--- src/rtl/fetch_pkg.sv ---
// Shared types and constants for the instruction fetch unit.
package fetch_pkg;

  typedef enum logic [2:0] {
    StFetch,
    StWait,
    StHold,
    StDrain,
    StHalt
  } fetch_state_e;

  localparam logic [31:0] Nop            = 32'h0000_0013;
  localparam logic [31:0] ResetPcDefault = 32'h0000_0000;

endpackage

--- src/rtl/fetch_hold_buf.sv ---
// Single-entry buffer that parks a fetched word while the decode stage is stalled.
module fetch_hold_buf (
  input  logic        clk,
  input  logic        rst,
  input  logic        load,
  input  logic        clear,
  input  logic [31:0] din,
  output logic [31:0] dout,
  output logic        valid
);

  always_ff @(posedge clk) begin
    if (rst || clear) begin
      valid <= 1'b0;
    end else if (load) begin
      valid <= 1'b1;
    end
  end

  always_ff @(posedge clk) begin
    if (rst) begin
      dout <= 32'h0000_0000;
    end else if (load) begin
      dout <= din;
    end
  end

endmodule

--- src/rtl/fetch_unit.sv ---
// Instruction fetch unit: one outstanding imem request, stall hold buffer, redirect drain.
// Define FETCH_MISALIGN_TRAP_EN to trap misaligned redirect targets into a sticky HALT.
module fetch_unit
  import fetch_pkg::*;
#(
  parameter logic [31:0] RESET_PC = ResetPcDefault
) (
  input  logic        clk,
  input  logic        rst,
  input  logic        stall,
  input  logic        redirect_valid,
  input  logic [31:0] redirect_pc,
  output logic        imem_req,
  output logic [31:0] imem_addr,
  input  logic        imem_ready,
  input  logic        imem_rvalid,
  input  logic [31:0] imem_rdata,
  output logic        instr_valid,
  output logic [31:0] instr_out,
  output logic [31:0] pc_out,
  output logic        fetch_fault
);

  fetch_state_e state_q;
  logic [31:0]  pc_q;
  logic [31:0]  target;
  logic         misalign;
  logic         buf_load;
  logic         buf_clear;
  logic         buf_valid;
  logic [31:0]  buf_data;

`ifdef FETCH_MISALIGN_TRAP_EN
  assign target   = redirect_pc;
  assign misalign = |redirect_pc[1:0];
`else
  logic unused_lsb;
  assign unused_lsb = ^redirect_pc[1:0];
  assign target     = {redirect_pc[31:2], 2'b00};
  assign misalign   = 1'b0;
`endif

  assign imem_req  = (state_q == StFetch) && !rst;
  assign imem_addr = pc_q;

  assign buf_load  = !rst && (state_q == StWait) && !redirect_valid && imem_rvalid && stall;
  assign buf_clear = !rst && (state_q == StHold) && (redirect_valid || !stall);

  fetch_hold_buf u_hold_buf (
    .clk   (clk),
    .rst   (rst),
    .load  (buf_load),
    .clear (buf_clear),
    .din   (imem_rdata),
    .dout  (buf_data),
    .valid (buf_valid)
  );

  always_ff @(posedge clk) begin
    if (rst) begin
      // A request still in flight when reset hits must have its response swallowed.
      if (state_q == StWait || state_q == StDrain) begin
        if (imem_rvalid) begin
          state_q <= StFetch;
        end else begin
          state_q <= StDrain;
        end
      end else begin
        state_q <= StFetch;
      end
      pc_q        <= RESET_PC;
      instr_valid <= 1'b0;
      instr_out   <= Nop;
      pc_out      <= RESET_PC;
      fetch_fault <= 1'b0;
    end else if (state_q == StHalt) begin
      instr_valid <= 1'b0;
      instr_out   <= Nop;
    end else if (redirect_valid) begin
      instr_valid <= 1'b0;
      instr_out   <= Nop;
      if (misalign) begin
        fetch_fault <= 1'b1;
        state_q     <= StHalt;
      end else begin
        pc_q <= target;
        case (state_q)
          StFetch: state_q <= imem_ready ? StDrain : StFetch;
          StWait:  state_q <= imem_rvalid ? StFetch : StDrain;
          // A response landing with the redirect is the one being drained.
          StDrain: state_q <= imem_rvalid ? StFetch : StDrain;
          default: state_q <= StFetch;
        endcase
      end
    end else begin
      if (!stall) begin
        instr_valid <= 1'b0;
        instr_out   <= Nop;
      end
      case (state_q)
        StFetch: begin
          if (imem_ready) state_q <= StWait;
        end
        StWait: begin
          if (imem_rvalid) begin
            pc_q <= pc_q + 32'd4;
            if (!stall) begin
              instr_valid <= 1'b1;
              instr_out   <= imem_rdata;
              pc_out      <= pc_q;
              state_q     <= StFetch;
            end else begin
              state_q <= StHold;
            end
          end
        end
        StHold: begin
          if (!stall) begin
            if (buf_valid) begin
              instr_valid <= 1'b1;
              instr_out   <= buf_data;
              pc_out      <= pc_q - 32'd4;
            end
            state_q <= StFetch;
          end
        end
        StDrain: begin
          if (imem_rvalid) state_q <= StFetch;
        end
        default: state_q <= StFetch;
      endcase
    end
  end

endmodule
--- config.mk ---
export PLATFORM = sky130hd
export DESIGN_NAME = fetch_unit
export DESIGN_NICKNAME = d
export VERILOG_FILES = /design/src/rtl/fetch_pkg.sv /design/src/rtl/fetch_hold_buf.sv /design/src/rtl/fetch_unit.sv
export SDC_FILE = /design/constraint.sdc
export NUM_CORES = 1
export LEC_CHECK = 0
export BUFFER_PORTS_ARGS = -buffer_cell sky130_fd_sc_hd__buf_2
export CAP_MARGIN = 20
export CORE_MARGIN = 10
export CORE_UTILIZATION = 48
export CTS_CLUSTER_SIZE = 10
export DETAILED_ROUTE_END_ITERATION = 8
export PLACE_DENSITY = 0.72
export SLEW_MARGIN = 30
export SYNTH_ARGS = -nofsm -noshare
export SYNTH_HDL_FRONTEND = slang
export SYNTH_SLANG_ARGS = --single-unit
--- constraint.sdc ---
create_clock -name clk -period 2.4 [get_ports clk]
set_clock_uncertainty 0.1 [all_clocks]
set_input_delay 0.48 -clock clk [delete_from_list [all_inputs] [get_ports clk]]
set_output_delay 0.48 -clock clk [all_outputs]
set_load 0.01 [all_outputs]
## Yosys cells after proc, flatten, opt, wreduce, memory -nomap -nowiden

Index checks and enable logic that the tools add are counted.
Widths: inputs -> output; s select.

| storage, ports and cells | value |
|---|---|
| bits in registers | 133 |
| input port bits | 70 |
| output and inout bits | 99 |

| operators by class | value |
|---|---|
| add/sub/neg operators | 2 |
| equality and inequality tests | 13 |
| mux-type cells | 33 |
| bitwise operators | 2 |
| reduce and logical (&&, ||, !) cells | 22 |

Operator list:

| operator | count |
|---|---|
| $mux 32 | 12 |
| $pmux 32 s2 | 2 |
| $add 32x3->32 const B | 1 |
| $sub 32x3->32 const B | 1 |
| $mux 3 | 7 |
| $ne 4x4->1 const B | 4 |
| $pmux 3 s4 | 1 |
| $mux 2 | 4 |
| $ne 2x2->1 const B | 4 |
| $logic_and 1x1->1 | 7 |
| $reduce_and 7->1 | 1 |
| $eq 3x2->1 const B | 2 |
| $pmux 3 s2 | 1 |
| $reduce_bool 2->1 | 3 |
| $mux 1 | 5 |
| $reduce_and 5->1 | 1 |
| $eq 3x1->1 const B | 1 |
| $eq 3x3->1 const B | 1 |
| $logic_not 1->1 | 3 |
| $logic_not 3->1 | 1 |
| $logic_or 1x1->1 | 3 |
| $reduce_and 3->1 | 1 |
| $reduce_or 3->1 | 1 |
| $ne 2x1->1 const B | 1 |
| 3 further kinds | 4 |

## Logic depth before layout (Yosys ltp)

| depth | value |
|---|---|
| word-level depth | 6 |
| depth in mapped cells | 10 |

## Cells and area by module

Synthesis repeated with hierarchy kept, for this count alone.

| unflattened totals | value |
|---|---|
| cells, all modules | 814 |
| area, all modules | 6897.9 um^2 |

By module, submodules not included:

| module | times used | cells an instance | area each (um^2) | sequential area each (um^2) |
|---|---|---|---|---|
| fetch_unit | 1 | 707 | 5699.2 | 1921.8 |
| fetch_hold_buf | 1 | 107 | 1198.6 | 660.6 |

## Least setup slack after synthesis

OpenSTA, ideal clock, no wires.

| path | value |
|---|---|
| path type | register to register |
| start | reg state_q[0] |
| end | reg pc_out[10] |
| setup time | 139 ps |
| arrival | 1887 ps |
| data required time | 2161 ps |
| path slack | 274 ps |
| stages on the path, launching flop included | 9 |
| path buffers | 3 |
| path through | edfxtp_1 -> inv_1 -> ha_1 -> clkbuf_1 -> o221ai_1 -> nor2_1 -> buf_6 -> clkbuf_1 -> a211oi_1 |

| on the way | value |
|---|---|
| word-level cells in the longest chain between the ends | 3 |
| elaborated cells between the ends (all ways) | 11 |
| those cells by class | eq/ne: 7; mux: 1; bitwise: 1; reduce/logical: 2 |

Ends and longest elaborated chain:

| item | RTL line | text |
|---|---|---|
| from (decl) | fetch_unit.sv:24 | `fetch_state_e state_q;` |
| from (signal assigned) | fetch_unit.sv:64 | `state_q <= StFetch;` |
| from (signal assigned) | fetch_unit.sv:66 | `state_q <= StDrain;` |
| from (signal assigned) | fetch_unit.sv:69 | `state_q <= StFetch;` |
| $eq 3x2->1 (tied with other cells) | fetch_unit.sv:100 | `case (state_q)` |
| $ne 2x1->1 (no source line) (tied with other cells) | -- |  |
| $reduce_and 7->1 (no source line) | -- |  |
| to (signal assigned) | fetch_unit.sv:110 | `pc_out <= pc_q;` |
| to (signal assigned) | fetch_unit.sv:122 | `pc_out <= pc_q - 32'd4;` |
| to (decl) | fetch_unit.sv:20 | `output logic [31:0] pc_out,` |

Parallel ways exist; a longest one is shown, timed or not.
A chain may end at the register's enable or synchronous reset.

## Final worst setup path

| path | value |
|---|---|
| start | reg state_q[0] |
| end | reg pc_out[19] |

The elaborated chain is that of the path after synthesis.

==> flow_summary.json <==
{
  "core.rowCount": 43,
  "vias_per_cell": 5.57,
  "end_kind": "register",
  "reg2reg_from": "state_q[0]",
  "core_um2": 13800,
  "hold_viol": 0,
  "synth-simple-area-share_pct": 21.8,
  "maxSlewHeadroom_pct": 61.0,
  "cap_violations": 0,
  "route.vias.total": 6339,
  "cts.sinks": 128,
  "ys_ff_latch": 128,
  "synth_edf_count": 2,
  "htree_levels": 4,
  "path_cells": "inv_1, ha_1, or4b_4, nor4_4, buf_4, nand3_1, xor2_1, a211oi_2",
  "worst-r2r-setup-slack_ns": 0.13,
  "crit_path_start": "state_q[0]",
  "routedWlPerCell_um": 17.4,
  "overflow": 0,
  "layout_setup_ws_ns": 0.132,
  "min_path_cells": 2,
  "die_y_um": 138,
  "synth_mux_area_share_pct": 0.596,
  "synth-main-ff-cell": "dfxtp_1",
  "die_w_um": 138,
  "fillers": 1255,
  "postRouteAntennaNets": 0,
  "synth_top_area_share_pct": 37.6,
  "grt_pass1_vias": 6169,
  "grt.total_usage_pct": 20.0,
  "reg2reg_to": "pc_out[19]",
  "start_kind": "register",
  "hold_class": "in2reg",
  "io_pins": 169,
  "grt_max_degree": 92,
  "stdcell_count": 1138,
  "nNetsFinal": 1021,
  "cts_tree": "yes",
  "synthXorXnorAreaFrac_pct": 7.04,
  "required_ns": 2.63,
  "critPathSlowestCell": "or4b_4",
  "rsz0062_at_grt": "false",
  "finalMaxSlewViolations": 0,
  "min_period_over_period_pct": 94.5,
  "crit_arrival_ns": 2.50,
  "hold_end": "u_hold_buf.valid",
  "drtPass1Iterations": 4,
  "root_buffer": "clkbuf_16",
  "setup_tns_ns": 0,
  "max_freq_ghz": 0.441,
  "yosysTopAreaCell": "dfxtp_1",
  "place_hpwl_mm": 13.7,
  "synthAdderAreaFrac_pct": 1.30,
  "area_growth_pct": 23.0,
  "clockBufferDepth": 2,
  "synth-compound-area-share_pct": 23.8,
  "critical_path_class": "reg2reg",
  "path_clk_slew_ns": 0.06,
  "synth_cell_type_count": 56,
  "min_from": "rst",
  "power.density_nw_per_um2": 1010,
  "grt_pass1_wl_mm": 32.3,
  "r2r_cells": 8,
  "ys.warnings.count": 0,
  "critPathMaxFanout": 7,
  "setup_viol_count_final": 0,
  "synthCells": 807,
  "io_buffers": 161,
  "routed_wirelength_mm": 19.8,
  "synth_area_leaders": "dfxtp_1, a21oi_1, nand2_1",
  "drc": 0,
  "fin_crit_ns": 2.27,
  "dp_cells": 1105,
  "cp_slowest_stage_delay_ns": 0.52,
  "post-place-ws_ns": 0.102,
  "start_util_pct": 48.8,
  "antenna_found_initial": 3,
  "fin_util_pct": 60.0,
  "numCtsBuffers": 17,
  "design.die.area_um2": 19100,
  "syn_area_um2": 6720,
  "synth_top_family_by_area": "compound AO/OA/AOI/OAI gates",
  "post_cts_buffers": 0,
  "status": "finished clean",
  "syn-mean-instance-area_um2": 8.32,
  "tightest_slew_ns": 0.585,
  "gp_congestion": 0.897,
  "clock_latency_ns": 0.42,
  "first_iter_violations": 423,
  "peakVddDrop_mv": 0.525,
  "fin_total_pwr_mw": 8.31,
  "p_leak_nw": 3.56,
  "drive_gt1_share_pct": 26.9,
  "async_flop_share_pct": 0,
  "synth-seq-area-share_pct": 38.5
}
[registers in the layout, summed over array words and instances, names as in the netlist]
signal and count:
instr_valid 1, pc_out 30, u_hold_buf.valid 1, imem_addr 30, instr_out 32, u_hold_buf.dout 32, state_q 2
[placed cells by master (no fill, tap or decap), drive strengths merged, types with 4 or more instances in the layout]
master,n
buf,196
dfxtp,126
a21oi,105
nand2,96
nor2,75
a211oi,44
xnor2,33
and2,32
o221ai,31
o211a,29
clkbuf,23
xor2,21
nand3,18
nor4,17
nor3,13
inv,12
nand4,12
o21ai,8
ha,7
conb,5
and3,5
mux2i,4
clkinvlp,4
[layout make-up]
type | count | area [µm²] | share of cell area, %
Antenna cell | 2 | 5.00 | 0.0606
Clock buffer | 23 | 508 | 6.15
Clock inverter | 8 | 78.8 | 0.954
Inverter | 12 | 45.0 | 0.545
Multi-Input combinational cell | 589 | 3710 | 44.9
Sequential cell | 128 | 2580 | 31.2
Tap cell | 180 | 225 | 2.73
Timing Repair Buffer | 196 | 1110 | 13.4
[how the worst max path moves through the flow]
stage / endpoint / slack (ns) / cells after the start
2_1_floorplan: pc_out[10] / 0.27 / 8
3_5_place_dp: pc_out[16] / 0.10 / 8
5_1_grt: pc_out[19] / 0.002 / 8
4_1_cts: pc_out[16] / 0.09 / 8
3_3_place_gp: pc_out[16] / 0.19 / 8
6_report: pc_out[19] / 0.13 / 8
[cell usage after synthesis, types with 12 or more instances]
cell,instances
o211a_1,29
xor2_1,21
nand3_1,18
a211oi_1,40
o221ai_1,31
nor4_1,12
and2_1,32
inv_1,12
dfxtp_1,126
nor3_1,12
nor2_1,75
nand2_1,96
clkbuf_1,53
a21oi_1,105
xnor2_1,33
[layer usage]
metal  up-vias  part of all wire (%)  routed length [µm]  GRT usage (%)
met5         -                 0.045                   9              0
met4         2                   1.3                 256           6.55
met3        22                   8.5                1690           7.71
met2       202                    47                9220           31.1
met1      2963                    44                8630           24.9
li1       3150                     -                   -              -
[cells by family after synthesis]
logic type,count (synthesis)
flops,128
buf+inv,94
other cells,1
xor+xnor,54
fa+ha+maj,7
simple gates,288
compound gates,231
mux,4
[through the flow]
step / area, µm² / hold slack (ns)
2_1_floorplan: 6730 / 0.335
3_3_place_gp: 7660 / 0.343
3_5_place_dp: 7660 / 0.350
4_1_cts: 8250 / 0.181
5_1_grt: 8260 / 0.196
6_report: 8260 / 0.197
[report_power, final]
part | internal [mW] | switching, mW
clock network | 1.58 | 0.940
registers | 2.53 | 0.244
logic | 1.23 | 1.79
[timing repair]
item,CTS,global route
resized for setup,0,2
endpoints found under the setup margin,0,7
hold buffers,0,0
[critical path: cells and delay by family (launching register included)]
family,cells,cell delay (ns)
buffers and inverters,2,0.32
xor gates and xnor gates,1,0.16
and+or+nand+nor,3,0.77
DFF,1,0.41
AOI/OAI and AO/OA,1,0.23
adders and majority gates,1,0.18
Power figures use the tool's default switching activity.
